[src/rtl/lmsm_mem_sequencer.sv]
// lmsm_mem_sequencer: memory stage sitting right after the EX/MEM register.
// Ordinary instructions pass straight through to data memory. Load-multiple
// and store-multiple walk the register mask and make one access per selected
// register at consecutive addresses. Upstream stages are stalled until the
// last transfer. Loaded words return on a registered writeback port.
module lmsm_mem_sequencer #(
    parameter logic [3:0] LM_OPCODE = 4'b0110,
    parameter logic [3:0] SM_OPCODE = 4'b0111,
    parameter int         AW        = 16,
    parameter int         DW        = 16
) (
    input  logic          clk,
    input  logic          reset,
    input  logic [15:0]   IR,
    input  logic [AW-1:0] ALUOut,
    input  logic          WriteMem,
    input  logic [DW-1:0] StoreData,
    output logic [2:0]    rf_rd_addr,
    input  logic [DW-1:0] rf_rd_data,
    output logic [AW-1:0] mem_addr,
    output logic [DW-1:0] mem_wdata,
    output logic          mem_we,
    input  logic [DW-1:0] mem_rdata,
    output logic          stall,
    output logic          wb_en,
    output logic [2:0]    wb_addr,
    output logic [DW-1:0] wb_data,
    output logic          busy
);

    typedef enum logic {
        S_IDLE,
        S_RUN
    } state_t;

    state_t        r_state;
    logic          r_isStore;
    logic [AW-1:0] r_base;
    logic [7:0]    r_rem;
    logic [3:0]    r_count;

    logic [3:0]    w_opcode;
    logic [7:0]    w_mask;
    logic          w_isMulti;
    logic          w_capture;
    logic [2:0]    w_idx;
    logic [7:0]    w_nextRem;
    logic          w_last;
    logic [AW-1:0] w_runAddr;
    logic          w_stallRaw;
    logic          w_weRaw;
    logic          w_unused;

    assign w_opcode  = IR[15:12];
    assign w_mask    = IR[7:0];
    assign w_isMulti = (w_opcode == LM_OPCODE) || (w_opcode == SM_OPCODE);
    assign w_capture = (r_state == S_IDLE) && w_isMulti && (w_mask != 8'd0);
    assign w_nextRem = r_rem & (r_rem - 8'd1);
    assign w_last    = (w_nextRem == 8'd0);
    assign w_runAddr = r_base + AW'(r_count);
    assign w_unused  = ^IR[11:8];

    // Find the lowest-numbered register still pending in the mask.
    always_comb begin
        w_idx = 3'd0;
        for (int i = 7; i >= 0; i--) begin
            if (r_rem[i]) begin
                w_idx = 3'(i);
            end
        end
    end

    // Steer the memory port: pass-through in IDLE, sequenced access in RUN.
    always_comb begin
        mem_addr   = ALUOut;
        mem_wdata  = StoreData;
        w_weRaw    = WriteMem;
        w_stallRaw = 1'b0;
        rf_rd_addr = 3'd0;
        if (r_state == S_RUN) begin
            mem_addr   = w_runAddr;
            mem_wdata  = {DW{1'b0}};
            w_weRaw    = 1'b0;
            w_stallRaw = !w_last;
            if (r_isStore) begin
                rf_rd_addr = w_idx;
                mem_wdata  = rf_rd_data;
                w_weRaw    = 1'b1;
            end
        end else if (w_capture) begin
            w_weRaw    = 1'b0;
            w_stallRaw = 1'b1;
        end
    end

    // Reset forces stall and write-enable low at once, even mid-sequence.
    assign stall  = reset & w_stallRaw;
    assign mem_we = reset & w_weRaw;
    assign busy   = (r_state == S_RUN);

    // Sequencer state and the registered load writeback.
    always_ff @(posedge clk or negedge reset) begin
        if (!reset) begin
            r_state   <= S_IDLE;
            r_isStore <= 1'b0;
            r_base    <= {AW{1'b0}};
            r_rem     <= 8'd0;
            r_count   <= 4'd0;
            wb_en     <= 1'b0;
            wb_addr   <= 3'd0;
            wb_data   <= {DW{1'b0}};
        end else begin
            wb_en <= 1'b0;
            case (r_state)
                S_IDLE: begin
                    if (w_capture) begin
                        r_isStore <= (w_opcode == SM_OPCODE);
                        r_base    <= ALUOut;
                        r_rem     <= w_mask;
                        r_count   <= 4'd0;
                        r_state   <= S_RUN;
                    end
                end
                S_RUN: begin
                    r_rem   <= w_nextRem;
                    r_count <= r_count + 4'd1;
                    if (!r_isStore) begin
                        wb_en   <= 1'b1;
                        wb_addr <= w_idx;
                        wb_data <= mem_rdata;
                    end
                    if (w_last) begin
                        r_state <= S_IDLE;
                    end
                end
                default: r_state <= S_IDLE;
            endcase
        end
    end

endmodule

[config.mk]
export PLATFORM = sky130hd
export DESIGN_NAME = lmsm_mem_sequencer
export DESIGN_NICKNAME = d
export VERILOG_FILES = /design/src/rtl/lmsm_mem_sequencer.sv
export SDC_FILE = /design/constraint.sdc
export NUM_CORES = 1
export LEC_CHECK = 0
export ABC_AREA = 0
export BUFFER_PORTS_ARGS = -buffer_cell sky130_fd_sc_hd__buf_2
export CAP_MARGIN = 10
export CORE_UTILIZATION = 50
export CTS_CLUSTER_DIAMETER = 50
export CTS_CLUSTER_SIZE = 24
export DETAILED_ROUTE_END_ITERATION = 10
export GPL_TIMING_DRIVEN = 0
export PLACE_DENSITY = 0.89
export SYNTH_ARGS = -nofsm -noshare
export SYNTH_HDL_FRONTEND = slang
export SYNTH_SLANG_ARGS = --single-unit
[constraint.sdc]
create_clock -name clk -period 4.08 [get_ports clk]
set_clock_uncertainty 0.15 [all_clocks]
set_input_delay 0.816 -clock clk [delete_from_list [all_inputs] [get_ports clk]]
set_output_delay 0.816 -clock clk [all_outputs]
set_load 0.1 [all_outputs]
==> results.md, run 1 <==
- N_diodes: 0
- Fin worst setup slack: about 0.37 ns
- Longest Clk Path Bufs: 2
- RSZ-0062 raised after global routing: no
- Max Fclk: 269.7 MHz
- Seq. cell area: around 0.0013 mm2
- Area growth, synth to finish: 32.21%
- Placed Instances: between 500 and 600
- Initial core utilization: 53.51%
- Worst setup SP type: register
- Post-CTS sizing: 0
- Worst Tran Pin Value: around 1.1 ns
- Clk slew on worst S/H paths: around 0.10 ns
- Yosys warnings: 0
- Die Span X: 77.10 um
- Relative slew slack: a little over a quarter
- I/O Buffers: approximately 140
- Crit-path cells: ha_1 -> fa_1 -> a211o_1 -> o2111ai_1 -> nor2_1 -> xnor2_1 -> a21oi_2 -> buf_2
- Syn_area_per_cell: 8.369 um2
- CP max stage delay: 0.44 ns
- Chip height: 77.10 um
- Residual DRC: 0
- Largest cells by area after synthesis: dfrtp_1 44%, nand2_1 16%, a22o_1 5.0%
- Root buf cell: clkbuf_8
- Top_reg_cell synth: dfrtp_1
- Post-synth EDFFs: 0
- Crit Path Max Fanout: 5
- Die Area: 0.005944 mm2
- Layout cells sized above 1: a little over a third
- Largest net degree at the start of global routing: between 50 and 60
- Post-synthesis sequential area ratio: 44.37%
- CP arrival: about 2.7 ns
- CP Capture Type: output port
- H-tree levels: 2
- Initial antenna violation count: 0
- DRT Pass-1 Iters: 4
- Final Util: a little over two thirds
- Vias: 2938
- Cell Area, Synth: ~0.0028 mm2
- Final setup violation count: 0
- Crit Path Category: reg -> out
- Total gr overflow: 0
- Cell with the most instances after synthesis: nand2_1
- Core box area: 0.005270 mm2
- Hold/Removal Path Class: reg -> reg
- Top cell family by delay on the critical path: adder cells
- Crit path max-delay cell type: dfrtp_1
- Clk_lat worst skew: between 0.3 and 0.4 ns
- Count of nets after finishing: ~570
- Fraction of registers with async set/reset: 100.0%
- Final wirelength: 7723 um
- Routed vias/inst: 5.332
- Hpwl dp: 5967 um
- Antenna-violating nets left: 0
- Yosys top cell by area: dfrtp_1
- Total CTS buffers: 5
- Avg WL per Cell: 14.02 um
- CP required: 3.11 ns
- Finished Layout Cells: roughly 550
- Fin. Hold Viols: 0
- Fill count: 460
- Tcrit/Tclk final: 90.86%
- Fin. max-slew vios: 0
- Dpl ws: 0.6978 ns
- Min Tclk post-route: about 3.7 ns
- Top Ports: 141
- Maxcap violations: 0
- GRT Util Overall: 26.67%
- Cells after synthesis: around 340
- Net Count, Synth: 426
- Hold_buf cts: 0
- Crit path buf inv count: 1
- Seq cells post-synth: 50
- Synth top cells by count: 118 x nand2_1, 50 x dfrtp_1, 21 x nor2_1, 16 x a21oi_1, 16 x a22o_1
- Setup_tns: 0 ns
- Vias in the first global route: ~2900
- Count of different cell masters after synthesis: 47
- Multi-input gate area: 0.001499 mm2
- TritonCTS clock tree: built
- Status: finished clean
- First-pass GRT wire length: approximately 13000 um
- RePlAce Congestion: 0.8688
- Clock sink count: 50
- Iter 0 DRT Violations: 198
- Share of Yosys cell area claimed by the top area cell type: 44.37%
- Rows: 26
- Setup bufs post-CTS: 0
==> registers in the layout (all words and copies together), names as in the netlist <==
signal and cells:
r_base 16, wb_data 16, r_rem 8, r_count 4
wb_addr 3, busy 1, r_isStore 1, wb_en 1
==> through the flow <==
step,area (um2),hold slack [ns]
finish,3729,0.3305
global route,3729,0.3472
CTS,3729,0.3333
detailed placement,3631,0.3077
global placement,3631,0.3022
floorplan,2863,0.3023
==> final timing paths <==
path | from | endpoint | slack, ns | cells past startpoint
worst max-delay path | r_count[0] | mem_addr[14] | 0.37 | 8
worst min-delay path | wb_data[14] | wb_data[14] | 0.33 | 2
worst max register to register | busy | r_base[14] | 2.11 | 7
worst min register to register | wb_data[14] | wb_data[14] | 0.33 | 2
max in group asynchronous | reset | r_base[8] | 2.54 | 1
min in group asynchronous | reset | r_rem[5] | 0.56 | 1
==> kinds of logic after synthesis <==
logic type                 synth area share, %
xor gates and xnor gates                 4.969
and+or+nand+nor                          25.02
buffers and inverters                    3.993
AOI/OAI and AO/OA                        16.42
adders and majority gates                3.283
muxes                                    1.952
DFF                                      44.37
==> placed cells by master (no fill, tap or decap), types with 3 or more instances in the layout <==
| master | instances |
|---|---|
| clkbuf_8 | 5 |
| ha_1 | 5 |
| nor2_1 | 21 |
| xor2_1 | 10 |
| and3_1 | 4 |
| a21oi_2 | 10 |
| inv_1 | 3 |
| o31ai_1 | 3 |
| xnor2_1 | 6 |
| a22o_1 | 16 |
| nor4_1 | 3 |
| dfrtp_1 | 50 |
| clkbuf_1 | 15 |
| buf_2 | 142 |
| a21oi_1 | 6 |
| nand3_1 | 6 |
| and2_1 | 3 |
| nand2_1 | 118 |
| o21ai_1 | 11 |
| inv_2 | 3 |
==> per-layer routing <==
metal / part of all wire (%) / track usage, % / vias up
li1: - / - / 1428
met1: 41 / 33.08 / 1398
met2: 53 / 47.23 / 96
met3: 4.1 / 4.048 / 16
met4: 1.8 / 8.868 / 0
met5: 0 / 0 / -
==> worst min-delay path, delay by kind of cell, from the launching register on <==
kind / cells / cell delay [ns]
and+or+nand+nor: 2 / 0.10
DFF: 1 / 0.35
==> final cells by class <==
type                       count  share of cell area (%)
buffer                        22                   2.416
clock buffer                   5                   1.846
clock inverter                 3                  0.7718
inverter                       6                  0.6040
multi-input combinational    259                   40.20
sequential                    50                   33.56
tap                           70                   2.349
timing repair buffer         136                   18.26
Power of run 1 is not shown: default switching activity piles up to over one toggle a cycle in this logic, so the estimate is an artifact.
==> run 2, diff against run 1 <==
- PLACE_DENSITY: 0.89 -> 0.86
==> results.md, run 2 (synthesis results as in run 1) <==
- Most frequent cells in the layout: 142 x buf_2, 118 x nand2_1, 50 x dfrtp_1, 21 x nor2_1, 16 x a22o_1
- Crit path buf inv count: 1
- Fin. max-slew vios: 0
- Area growth, synth to finish: 33.63%
- I/O Buffers: 136
- Antenna-violating nets left: 0
- Fin worst setup slack: 0.3374 ns
- Core box area: 0.005270 mm2
- Multi-input gate area: 0.001499 mm2
- Die Span X: roughly 77 um
- Final setup violation count: 0
- Clk_lat worst skew: about 0.31 ns
- Crit Path Max Fanout: 5
- Layout cells sized above 1: between 30% and 40%
- CP arrival: approximately 2.8 ns
- Routed vias/inst: 5.254
- Top cell family by delay on the critical path: adder cells
- RSZ-0062 raised after global routing: no
- Min Tclk post-route: 3.743 ns
- Crit Path Category: reg -> out
- Root buf cell: clkbuf_8
- Most common cell after layout, fill and taps aside: buf_2
- Clk slew on worst S/H paths: 0.10 ns
- Largest net degree at the start of global routing: 53
- Hold_buf cts: 0
- Post-CTS sizing: 0
- Iter 0 DRT Violations: 173
- Longest Clk Path Bufs: 2
- Vias in the first global route: 2696
- CP max stage delay: 0.45 ns
- Final wirelength: 7519 um
- Seq. cell area: between 0.001 and 0.0015 mm2
- Initial core utilization: 53.51%
- Dpl ws: roughly 0.68 ns
- Fin. Hold Viols: 0
- Vias: 2900
- Clock sink count: 50
- Residual DRC: 0
- Crit-path cells: ha_1 -> fa_1 -> a211o_1 -> o2111ai_1 -> nor2_1 -> xnor2_1 -> a21oi_2 -> buf_2
- GRT Util Overall: 26.37%
- Fill count: approximately 450
- Initial antenna violation count: 0
- Count of nets after finishing: 570
- Chip height: between 70 and 80 um
- H-tree levels: 2
- N_diodes: 0
- Total CTS buffers: 5
- Biggest regs: r_base (16), wb_data (16), r_rem (8)
- Worst Tran Pin Value: a little over 0.7 ns
- Rows: 26
- Status: finished clean
- TritonCTS clock tree: built
- Total gr overflow: 0
- CP required: about 3.1 ns
- CP Capture Type: output port
- Max Fclk: about 270 MHz
- RePlAce Congestion: 0.8004
- Worst setup SP type: register
- Die Area: 0.005944 mm2
- Crit path max-delay cell type: dfrtp_1
- Setup bufs post-CTS: 0
- Tcrit/Tclk final: 91.73%
- Relative slew slack: 53.08%
- Avg WL per Cell: 13.62 um
- Hpwl dp: 5748 um
- Top Ports: 141
- Maxcap violations: 0
- DRT Pass-1 Iters: 5
- Hold/Removal Path Class: reg -> reg
- First-pass GRT wire length: 12420 um
-- run 2: layout make-up --
class                   count  share of cell area (%)
well taps                  70                   2.324
clock inverters             3                   1.295
flip-flops and latches     50                   33.20
plain buffers              22                   2.390
multi-input cells         259                   39.77
clock buffers               5                   1.826
repair buffers            137                   18.59
inverters                   6                  0.5976
-- run 2: per-layer routing --
metal / wire (um) / GRT usage [%] / part of all wire [%] / up-vias
met4: 119 / 8.868 / 1.6 / 0
li1: - / - / - / 1433
met2: 3830 / 43.66 / 51 / 102
met5: 0 / 0 / 0 / -
met1: 3215 / 35.49 / 43 / 1354
met3: 353 / 3.690 / 4.7 / 11
-- run 2: worst register-to-register path, cell delays in order, from the launching register on --
cell and delay (ns):
dfrtp_1 0.42, nor4bb_1 0.28, buf_2 0.27, and2_1 0.15
buf_2 0.18, buf_2 0.26, nand2_1 0.10, nand2_1 0.06
-- run 2: worst paths after layout --
| check | startpoint | endpoint | slack [ns] | cells after the start |
|---|---|---|---|---|
| worst max-delay path | r_count[0] | mem_addr[14] | 0.34 | 8 |
| worst min-delay path | wb_data[8] | wb_data[8] | 0.33 | 2 |
| worst max register to register | busy | r_base[7] | 2.15 | 7 |
| worst min register to register | wb_data[8] | wb_data[8] | 0.33 | 2 |
| max in group asynchronous | reset | r_base[7] | 2.90 | 2 |
| min in group asynchronous | reset | wb_addr[1] | 0.34 | 1 |
-- run 2: through the flow --
stage	util (%)	TNS, ns	area, um2	hold slack, ns	std cells
2_1_floorplan	-	-0.08049	2863	0.3023	337
3_3_place_gp	68.90	0	3631	0.3033	543
3_5_place_dp	68.90	0	3631	0.3111	543
4_1_cts	71.13	0	3749	0.3350	551
5_1_grt	71.51	0	3769	0.3562	552
6_report	71.51	0	3769	0.3295	552
Power of run 2 is left out for the same reason.
